==> config.mk <==
export PLATFORM = sky130hd
export DESIGN_NAME = fixed_point_multiplier
export DESIGN_NICKNAME = d
export VERILOG_FILES = /design/src/rtl/fixed_point_multiplier.sv
export SDC_FILE = /design/constraint.sdc
export NUM_CORES = 1
export LEC_CHECK = 0
export CAP_MARGIN = 20
export CORE_AREA = 8 8 196 198
export CTS_BUF_LIST = sky130_fd_sc_hd__clkbuf_2
export CTS_CLUSTER_SIZE = 8
export DETAILED_ROUTE_END_ITERATION = 10
export DIE_AREA = 0 0 204 206
export PLACE_DENSITY = 0.49
export SLEW_MARGIN = 5
export SYNTH_ARGS = -nofsm -noshare
export SYNTH_HDL_FRONTEND = slang
export SYNTH_SLANG_ARGS = --single-unit
export TNS_END_PERCENT = 30
==> constraint.sdc <==
create_clock -name clk_in -period 17.7 [get_ports clk_in]
set_input_delay 3.54 -clock clk_in [delete_from_list [all_inputs] [get_ports clk_in]]
set_output_delay 3.54 -clock clk_in [all_outputs]
set_load 0.005 [all_outputs]
==> src/rtl/fixed_point_multiplier.sv <==
// Two-stage pipelined signed fixed-point multiplier: operand registers, then
// round-half-up, arithmetic shift and saturation into the result register.
module fixed_point_multiplier #(
  parameter int unsigned FIXED_POINT_LENGTH   = 16,
  parameter int unsigned FIXED_POINT_POSITION = 10
) (
  input  logic                          clk_in,
  input  logic                          rst_in,
  input  logic [FIXED_POINT_LENGTH-1:0] fixed_point_1_in,
  input  logic [FIXED_POINT_LENGTH-1:0] fixed_point_2_in,
  output logic [FIXED_POINT_LENGTH-1:0] product_out
);

  localparam int unsigned L  = FIXED_POINT_LENGTH;
  localparam int unsigned FP = FIXED_POINT_POSITION;
  localparam int unsigned PW = 2 * L;
  localparam int unsigned RW = PW + 1;

  localparam logic signed [RW-1:0] ROUND_C   = RW'(1) << (FP - 1);
  localparam logic signed [RW-1:0] SAT_MAX_C = {{(RW-L+1){1'b0}}, {(L-1){1'b1}}};
  localparam logic signed [RW-1:0] SAT_MIN_C = {{(RW-L+1){1'b1}}, {(L-1){1'b0}}};

  logic signed [L-1:0]  a_q, b_q;
  logic        [L-1:0]  product_q, product_d;
  logic signed [PW-1:0] p_c;
  logic signed [RW-1:0] r_c;
  logic signed [RW-1:0] s_c;

  // Full product, rounded one bit wider than the product so the bias cannot wrap.
  always_comb begin
    p_c       = $signed(PW'(a_q)) * $signed(PW'(b_q));
    r_c       = $signed(RW'(p_c)) + ROUND_C;
    s_c       = r_c >>> FP;
    product_d = s_c[L-1:0];
    if (s_c > SAT_MAX_C) begin
      product_d = SAT_MAX_C[L-1:0];
    end else if (s_c < SAT_MIN_C) begin
      product_d = SAT_MIN_C[L-1:0];
    end
  end

  always_ff @(posedge clk_in or posedge rst_in) begin
    if (rst_in) begin
      a_q       <= '0;
      b_q       <= '0;
      product_q <= '0;
    end else begin
      a_q       <= $signed(fixed_point_1_in);
      b_q       <= $signed(fixed_point_2_in);
      product_q <= product_d;
    end
  end

  assign product_out = product_q;

endmodule

==> summary.txt, run 1 <==
Logic synthesis
  • Ys Warns: 0
  • Simple-Gate Fraction of Synth Area: 0.140
  • Post-synthesis sequential area ratio: 0.105
  • Top cells by count, synth: inv_1, fa_1, nand2_1
  • Post-synthesis compound-gate area fraction: 0.0646
  • Ys async rst share: 1.00
  • Cell area after synthesis: 0.0115 mm²
  • Post-Synth XOR/XNOR Area: 0.0214
  • Syn Inst Count: 1211
  • Yosys top cell by area: fa_1
  • Mux contribution to synthesized area: 0.00174
  • Synthesized flop and latch total: 48
  • Unique cell type count in the Yosys netlist: 48
  • Largest cells by area after synthesis: fa_1, dfrtp_1, inv_1
  • Synthesized area per cell: around 9.5 µm²
  • Main combinational cell family by area after synthesis: adder cells
  • Most frequent cell after synthesis: inv_1
  • Post-synth EDFFs: 0
  • Adder-cell area share of the yosys netlist: 0.552
  • Top FF cell, synth: dfrtp_1
  • Synth top area share: 0.466
  • Post-synth net total: 1591

Timing
  • Hold slack: 1.38 ns
  • Setup TNS: 0 ns
  • Slew Limit Headroom: 0.523
  • Worst clock skew: around 0.025 ns
  • Slew Limit Fails: 0
  • RSZ-0062 raised after global routing: false
  • Final Hold Viols: 0
  • Achievable Freq: 130 MHz
  • Tmin final: 7.68 ns
  • # setup viols final: 0
  • Period utilisation layout: 0.434
  • Worst Tran Pin Value: 0.715 ns

Global routing
  • Largest net degree at the start of global routing: between 40 and 50
  • M3 GR Usage: 0.0185
  • Global-route wire length before repair: 49.5 mm
  • Number of global-route vias before repair: between 8000 and 9000
  • Grt peak-use layer: met2
  • Initial antenna violation count: 2
  • Met2 Use GR: 0.245
  • Total global routing track utilization: 0.150
  • GR Overflow Total: 0
  • Met1 usage: 0.210

Cells and area
  • Final-stage net count: approximately 1600
  • Layout area overhead: 9.11%
  • Final core utilization: 0.356
  • Share of cells above drive strength 1: 0.0283
  • Fillers: about 3700

CTS
  • CTS Buffer Depth: 2
  • Clk Latency, worst-skew pair: 0.53 ns
  • H-tree depth: 2
  • Clock Tree Root: clkbuf_2
  • Post-CTS sizing: 0
  • # clock sinks: 48
  • Reg clk slew, reported paths: 0.35 ns
  • Num CTS Buffers: 5
  • Post-CTS Setup Inserts: 0
  • CTS tree: built
  • Hold-fix buffers at CTS: 0

Die
  • Die height: between 200 and 250 µm
  • Core area: 0.0352 mm²
  • Die width: 204 µm
  • Starting Density: 0.326
  • Row count: between 60 and 70
  • Ports: 50
  • Die ar.: approximately 0.042 mm²

Place
  • I/O Buffers: about 50
  • Placer Congestion: 0.831
  • HPWL Detailed: between 20 and 30 mm

Outcome
  • Outcome: finished clean

Routing
  • DRC: 0
  • DR pass1 iterations: 5
  • Detailed Route Iter0 Violations: 354
  • Post-route ant nets: 0
  • Final WL: 29.5 mm
  • Vias/cell: roughly 4.7
  • Wirelength per Cell: 17.4 µm
  • Via count: 7899

Worst hold path
  • Hold WC Path Type: reg2reg

Worst setup path
  • Crit Path Category: reg2reg
  • Startpoint Class: flop
  • Crit Path Max Fanout: 16
  • CP Data Arrival Time: 8.11 ns
  • Critical Path RT: 18.13 ns
  • Nature of the critical path endpoint: flop

Job
  • Max-cap violations: 0
==> logic make-up (layout without fill, tap and decap cells) <==
kind of cell / count (synthesis) / in the layout
xor+xnor: 28 / 28
buf+inv: 348 / 372
flops: 48 / 48
fa+ha+maj: 346 / 346
compound gates: 110 / 110
other cells: 0 / 2
simple gates: 329 / 329
mux: 2 / 2
==> critical path, stage by stage, from the launching register on <==
cell and delay (ns):
dfrtp_1 0.66, nand2_1 0.21, inv_1 0.10, fa_1 0.74
inv_1 0.12, fa_1 0.58, inv_1 0.31, fa_1 0.50
fa_1 0.53, fa_1 0.50, inv_1 0.05, fa_1 0.47
inv_1 0.05, ha_1 0.35, a21oi_1 0.22, o21ai_0 0.14
a2111oi_0 0.42, o21ai_0 0.21, a211oi_1 0.31, xor2_1 0.22
nor3_1 0.10, a41oi_4 0.58, o21ai_0 0.19
==> area by class of cell <==
class,count,area [µm²],area share
multi-input cells,815,8950,0.714
clock buffers,5,25.0,0.00200
well taps,461,577,0.0460
flip-flops and latches,48,1200,0.0959
inverters,307,1150,0.0920
repair buffers,57,551,0.0439
clock inverters,3,68.8,0.00549
diodes,2,5.00,0.000399
==> metal layers <==
| layer | vias to the layer above | wire (µm) | share of wire |
|---|---|---|---|
| met2 | 123 | 14300 | 0.48 |
| met1 | 4139 | 13700 | 0.47 |
| met4 | 0 | 624 | 0.021 |
| met5 | - | 0 | 0 |
| met3 | 28 | 872 | 0.030 |
| li1 | 3609 | - | - |
==> registers in the layout, summed over array words and instances (netlist names) <==
| signal | count |
|---|---|
| b_q | 16 |
| a_q | 16 |
| product_out | 16 |
==> placed cells by master, fill, tap and decap left out, types with 7 or more instances in the layout <==
cell type        instances
o21ai_2                 10
ha_1                    79
and2_1                 122
inv_1                  306
a21oi_1                 33
xnor2_1                 20
fa_1                   267
xor2_1                   8
nor3_1                   9
nand2_1                144
buf_4                    8
o21ai_0                 24
dfrtp_1                 48
clkdlybuf4s50_1         49
nor2_1                  30
a211oi_1                 7
==> path summary, 6_finish.rpt <==
check / startpoint / to / slack, ns / depth (start not counted)
setup / recovery: b_q[1] / product_out[0] / 10.02 / 22
hold / removal: a_q[0] / product_out[1] / 1.38 / 6
setup reg to reg: b_q[1] / product_out[0] / 10.02 / 22
hold reg to reg: a_q[0] / product_out[1] / 1.38 / 6
max in group asynchronous: rst_in / b_q[12] / 13.78 / 3
min in group asynchronous: rst_in / a_q[14] / 3.45 / 3
==> per-stage QoR <==
| stage | setup WS (ns) | cells | area [µm²] |
|---|---|---|---|
| 2_1_floorplan | 10.92 | 1211 | 11500 |
| 3_3_place_gp | 10.15 | 1688 | 12400 |
| 3_5_place_dp | 10.06 | 1688 | 12400 |
| 4_1_cts | 10.04 | 1696 | 12500 |
| 5_1_grt | 9.55 | 1698 | 12500 |
| 6_report | 10.02 | 1698 | 12500 |
Power of run 1 is left out: the tool's default activity adds up to more than one toggle a clock period on the data nets, which glitch-free logic cannot reach.
==> run 2: changes to the inputs <==
PLACE_DENSITY = 0.51   (was 0.49)
clock period = 6.6 ns   (was 17.7 ns; I/O delays follow)
==> summary.txt, run 2 (synthesis results as in run 1) <==
Outcome
  • Outcome: complete, but fails checks (was finished clean)
  • Failing checks: negative setup slack

Global routing
  • Number of global-route vias before repair: 9459 (was 8926)
  • Total global routing track utilization: 0.157 (was 0.150)
  • Initial antenna violation count: 1 (was 2)
  • GR Overflow Total: 0 (unchanged)
  • Global-route wire length before repair: 51.8 mm (was 49.5 mm)
  • Largest net degree at the start of global routing: 49 (unchanged)

Cells and area
  • Final-stage net count: 1771 (was 1614)
  • Finished Layout Cells: 1854 (was 1698)
  • Layout area overhead: 24.0% (was 9.11%)
  • Most common cell after layout, fill and taps aside: inv_1 (unchanged)
  • Most frequent cells in the layout: inv_1, fa_1, buf_4, nand2_1, and2_1 (was inv_1, fa_1, nand2_1, and2_1, ha_1)
  • Fillers: 3603 (was 3686)
  • Share of cells above drive strength 1: 0.225 (was 0.0283)

Worst setup path
  • Nature of the critical path endpoint: flop (unchanged)
  • RR Startpoint: a_q[7] (was b_q[1])
  • Worst setup endpoint: product_out[14] (was product_out[0])
  • RR Endpoint: product_out[14] (was product_out[0])
  • Crit Path Category: reg2reg (unchanged)
  • WP depth: 23 (was 22)
  • Critical Path RT: 7.01 ns (was 18.13 ns)
  • R2R Setup Slk: -0.02 ns (was 10.02 ns)
  • CP Cell Sequence: buf_6 > buf_12 > and2_4 > fa_1 > fa_1 > fa_1 > fa_2 > fa_1 > inv_2 > fa_1 > inv_2 > ha_4 > o21a_1 > o211ai_1 > a21o_2 > a311o_1 > a211oi_2 > nor3_2 > xnor2_1 > buf_4 > a41oi_4 > clkbuf_16 > o21ai_2 (was nand2_1 > inv_1 > fa_1 > inv_1 > fa_1 > inv_1 > fa_1 > fa_1 > fa_1 > inv_1 > fa_1 > inv_1 > ha_1 > a21oi_1 > o21ai_0 > a2111oi_0 > o21ai_0 > a211oi_1 > xor2_1 > nor3_1 > a41oi_4 > o21ai_0)
  • Crit Path Max Fanout: 7 (was 16)
  • Critical Path Source: a_q[7] (was b_q[1])
  • CP Buf/Inv Count: 6 (was 5)
  • Worst r2r path cells: 23 (was 22)
  • Worst path max stage delay: 0.57 ns (was 0.74 ns)
  • CP Data Arrival Time: 7.04 ns (was 8.11 ns)
  • Slowest stage cell, crit path: fa_1 (unchanged)
  • Crit path max-delay family: adder cells (unchanged)
  • Most common cell on crit path: fa_1 (unchanged)
  • Startpoint Class: flop (unchanged)

Place
  • Dpl ws: -0.307 ns (was 10.06 ns)
  • Placed Instances: 1811 (was 1688)
  • HPWL Detailed: 27.1 mm (was 25.1 mm)
  • I/O Buffers: 49 (unchanged)
  • Placer Congestion: 0.816 (was 0.831)

Routing
  • Detailed Route Iter0 Violations: 330 (was 354)
  • Final WL: 31.0 mm (was 29.5 mm)
  • DRC: 0 (unchanged)
  • Wirelength per Cell: 16.7 µm (was 17.4 µm)
  • Vias/cell: 4.56 (was 4.65)
  • Via count: 8462 (was 7899)
  • DR pass1 iterations: 5 (unchanged)
  • Post-route ant nets: 0 (unchanged)

CTS
  • Num CTS Buffers: 5 (unchanged)
  • CTS tree: built (unchanged)
  • Clock Tree Root: clkbuf_2 (unchanged)
  • Clk Latency, worst-skew pair: 0.52 ns (was 0.53 ns)
  • # clock sinks: 48 (unchanged)
  • Reg clk slew, reported paths: 0.28 ns (was 0.35 ns)
  • H-tree depth: 2 (unchanged)
  • CTS Buffer Depth: 2 (unchanged)

Die
  • Row count: 69 (unchanged)
  • Die ar.: 0.0420 mm² (unchanged)
  • Starting Density: 0.326 (unchanged)
  • Core area: 0.0352 mm² (unchanged)
  • Die width: 204 µm (unchanged)
  • Ports: 50 (unchanged)
  • Die height: 206 µm (unchanged)

Timing
  • Hold slack: 1.20 ns (was 1.38 ns)
  • Worst clock skew: 0.0393 ns (was 0.0253 ns)
  • Worst Tran Pin Value: 0.663 ns (was 0.715 ns)
  • Tmin final: 6.62 ns (was 7.68 ns)
  • # setup viols final: 11 (was 0)
  • Period utilisation layout: 1.00 (was 0.434)
  • Setup TNS: -0.0912 ns (was 0 ns)
  • Slew Limit Fails: 0 (unchanged)
  • Worst setup margin: -0.0216 ns (was 10.02 ns)
  • RSZ-0062 raised after global routing: true (was false)
  • Final Hold Viols: 0 (unchanged)
  • Achievable Freq: 151 MHz (was 130 MHz)
  • Slew Limit Headroom: 0.558 (was 0.523)

Worst hold path
  • Worst hold start: fixed_point_2_in[5] (was a_q[0])
  • Hold WC Path Type: in2reg (was reg2reg)

Job
  • Max-cap violations: 0 (unchanged)
[run 2: cell count changes in the layout (fill, tap and decap cells not counted), moves of 18 or more]
cell | previous run | this run
dfrtp_1 | 48 | 25
fa_1 | 267 | 244
dfrtp_2 | 0 | 23
fa_2 | 0 | 23
buf_4 | 8 | 144
inv_1 | 306 | 288
[run 2: repair_timing]
action | 4_1_cts | 5_1_grt
gates resized for setup | 68 | 80
endpoints found under the hold margin | 0 | 0
pin swaps | 50 | 66
hold buffers | 0 | 0
cloned | 2 | 0
buffers inserted | 16 | 17
setup endpoints to repair | 15 | 15
[run 2: worst min path at each step]
stage | slack, ns | depth (start not counted) | endpoint
2_1_floorplan | 1.0 | 5 | product_out[2]
3_3_place_gp | 1.39 | 6 | product_out[1]
3_5_place_dp | 1.41 | 6 | product_out[1]
4_1_cts | 1.17 | 1 | b_q[5]
5_1_grt | 1.15 | 1 | b_q[5]
6_report | 1.20 | 1 | b_q[5]
[run 2: area by class of cell]
type	instances	area, µm²	share of cell area
diodes	1	2.50	0.000176
clock buffers	5	25.0	0.00176
flip-flops and latches	48	1230	0.0863
repair buffers	214	1870	0.131
well taps	461	577	0.0405
inverters	307	1160	0.0813
multi-input cells	815	9360	0.657
clock inverters	3	22.5	0.00158
[run 2: layer usage]
layer | share of wire | global-route usage
met5 | 0 | 0
met4 | 0.013 | 0.0278
met3 | 0.034 | 0.0237
met2 | 0.49 | 0.262
met1 | 0.46 | 0.215
[run 2: through the flow]
stage / cell area, µm² / utilization
after floorplan: 11500 / -
after global placement: 13400 / 0.380
after detailed placement: 13400 / 0.380
after CTS: 13800 / 0.392
after global routing: 14200 / 0.404
final: 14200 / 0.404
Power of run 2 is left out for the same reason.
==> run 3: changes to the inputs <==
CAP_MARGIN = 40   (was 20)
GPL_TIMING_DRIVEN = 0   (was unset)
==> summary.txt, run 3 (synthesis results as in run 1) <==
Die
  • Core area: 0.0352 mm² (unchanged)
  • Row count: 69 (unchanged)
  • Die height: 206 µm (unchanged)
  • Ports: 50 (unchanged)
  • Starting Density: 0.326 (unchanged)
  • Die ar.: 0.0420 mm² (unchanged)
  • Die width: 204 µm (unchanged)

Place
  • Dpl ws: -1.59 ns (was -0.307 ns)
  • HPWL Detailed: 26.9 mm (was 27.1 mm)
  • I/O Buffers: 49 (unchanged)
  • Placer Congestion: 0.849 (was 0.816)

Worst setup path
  • Critical Path RT: 7.00 ns (was 7.01 ns)
  • R2R Setup Slk: -0.50 ns (was -0.02 ns)
  • Worst r2r path cells: 24 (was 23)
  • Nature of the critical path endpoint: flop (unchanged)
  • Startpoint Class: flop (unchanged)
  • Crit Path Category: reg2reg (unchanged)
  • RR Startpoint: a_q[8] (was a_q[7])
  • RR Endpoint: product_out[10] (was product_out[14])
  • Crit Path Max Fanout: 6 (was 7)
  • CP Data Arrival Time: 7.50 ns (was 7.04 ns)

CTS
  • H-tree depth: 2 (unchanged)
  • Clock Tree Root: clkbuf_2 (unchanged)
  • Clk Latency, worst-skew pair: 0.49 ns (was 0.52 ns)
  • CTS Buffer Depth: 2 (unchanged)
  • # clock sinks: 48 (unchanged)
  • Hold-fix buffers at CTS: 0 (unchanged)
  • Num CTS Buffers: 5 (unchanged)
  • CTS tree: built (unchanged)
  • Reg clk slew, reported paths: 0.26 ns (was 0.28 ns)

Global routing
  • Initial antenna violation count: 0 (was 1)
  • Total global routing track utilization: 0.172 (was 0.157)
  • Largest net degree at the start of global routing: 28 (was 49)
  • Global-route wire length before repair: 55.2 mm (was 51.8 mm)
  • Number of global-route vias before repair: 9333 (was 9459)
  • GR Overflow Total: 0 (unchanged)

Cells and area
  • Most common cell after layout, fill and taps aside: inv_1 (unchanged)
  • Share of cells above drive strength 1: 0.183 (was 0.225)
  • Final core utilization: 0.397 (was 0.404)
  • Layout area overhead: 21.7% (was 24.0%)
  • Most frequent cells in the layout: inv_1, fa_1, nand2_1, and2_1, buf_4 (was inv_1, fa_1, buf_4, nand2_1, and2_1)
  • Final-stage net count: 1729 (was 1771)

Timing
  • Worst Tran Pin Value: 0.583 ns (was 0.663 ns)
  • Worst setup margin: -0.503 ns (was -0.0216 ns)
  • # setup viols final: 16 (was 11)
  • Final Hold Viols: 0 (unchanged)
  • Slew Limit Headroom: 0.612 (was 0.558)
  • Achievable Freq: 141 MHz (was 151 MHz)
  • Slew Limit Fails: 0 (unchanged)
  • Tmin final: 7.10 ns (was 6.62 ns)
  • Period utilisation layout: 1.08 (was 1.00)
  • Worst clock skew: 0.0233 ns (was 0.0393 ns)
  • RSZ-0062 raised after global routing: true (unchanged)

Routing
  • Final WL: 34.5 mm (was 31.0 mm)
  • Via count: 8514 (was 8462)
  • Post-route ant nets: 0 (unchanged)
  • DRC: 0 (unchanged)
  • Wirelength per Cell: 19.1 µm (was 16.7 µm)
  • Detailed Route Iter0 Violations: 370 (was 330)
  • DR pass1 iterations: 5 (unchanged)
  • Vias/cell: 4.70 (was 4.56)

Job
  • Max-cap violations: 0 (unchanged)

Worst hold path
  • Hold WC Path Type: in2async (was in2reg)

Outcome
  • Failing checks: negative setup slack (unchanged)
  • Outcome: complete, but fails checks (unchanged)
[run 3: changes by cell type in the layout (fill, tap and decap cells not counted), sizes merged]
| cell | previous run | this run |
|---|---|---|
| buf | 164 | 101 |
| clkbuf | 6 | 28 |
| clkinv | 2 | 1 |
| clkinvlp | 1 | 0 |
[run 3: what timing repair did]
item                       in CTS  in global routing
setup endpoints to repair      16                 16
gates resized for setup       165                 63
buffers inserted               58                 24
cloned                          1                  1
pin swaps                      43                 46
[run 3: how the worst max path moves through the flow]
stage	cells past startpoint	endpoint	slack (ns)	from
2_1_floorplan	22	product_out[10]	0.01	a_q[11]
3_3_place_gp	24	product_out[5]	-1.64	a_q[9]
3_5_place_dp	24	product_out[5]	-1.59	a_q[9]
4_1_cts	26	product_out[10]	-0.49	b_q[9]
5_1_grt	23	product_out[13]	-0.58	b_q[3]
6_report	24	product_out[10]	-0.50	a_q[8]
[run 3: layer usage]
metal,GRT usage,up-vias,part of all wire
met3,0.0199,61,0.051
met2,0.290,219,0.48
met4,0.0545,0,0.036
met5,0,-,0
li1,-,3840,-
met1,0.229,4394,0.43
[run 3: worst max-delay path, cell delays in order, from the launching register on]
cell,delay [ns]
dfrtp_2,0.54
buf_4,0.17
and2_1,0.16
fa_1,0.56
inv_1,0.06
fa_1,0.48
fa_1,0.51
inv_1,0.05
fa_1,0.45
fa_1,0.49
inv_1,0.07
fa_2,0.59
inv_2,0.06
ha_4,0.29
nor3_1,0.06
o31a_1,0.27
or3_4,0.33
a311o_2,0.42
a221o_1,0.37
buf_6,0.14
o31ai_4,0.06
nand4_1,0.19
o31ai_4,0.42
buf_6,0.20
o21ai_2,0.06
[run 3: layout make-up]
cell class / instances / area, µm²
flip-flops and latches: 48 / 1240
well taps: 461 / 577
clock buffers: 6 / 30.0
diodes: 1 / 2.50
repair buffers: 134 / 1240
clock inverters: 1 / 5.00
multi-input cells: 815 / 9290
fillers: 3604 / 21200
plain buffers: 38 / 435
inverters: 307 / 1150
[run 3: stage by stage]
step	cell area, µm²	TNS [ns]	hold WS (ns)	std cells
global placement	12600	-24.41	1.30	1721
CTS	13600	-6.96	1.12	1787
detailed placement	12600	-23.45	1.28	1722
finish	14000	-7.15	1.15	1811
floorplan	11500	0	0.999	1211
global route	14000	-8.53	1.16	1810
Power of run 3 is left out for the same reason.
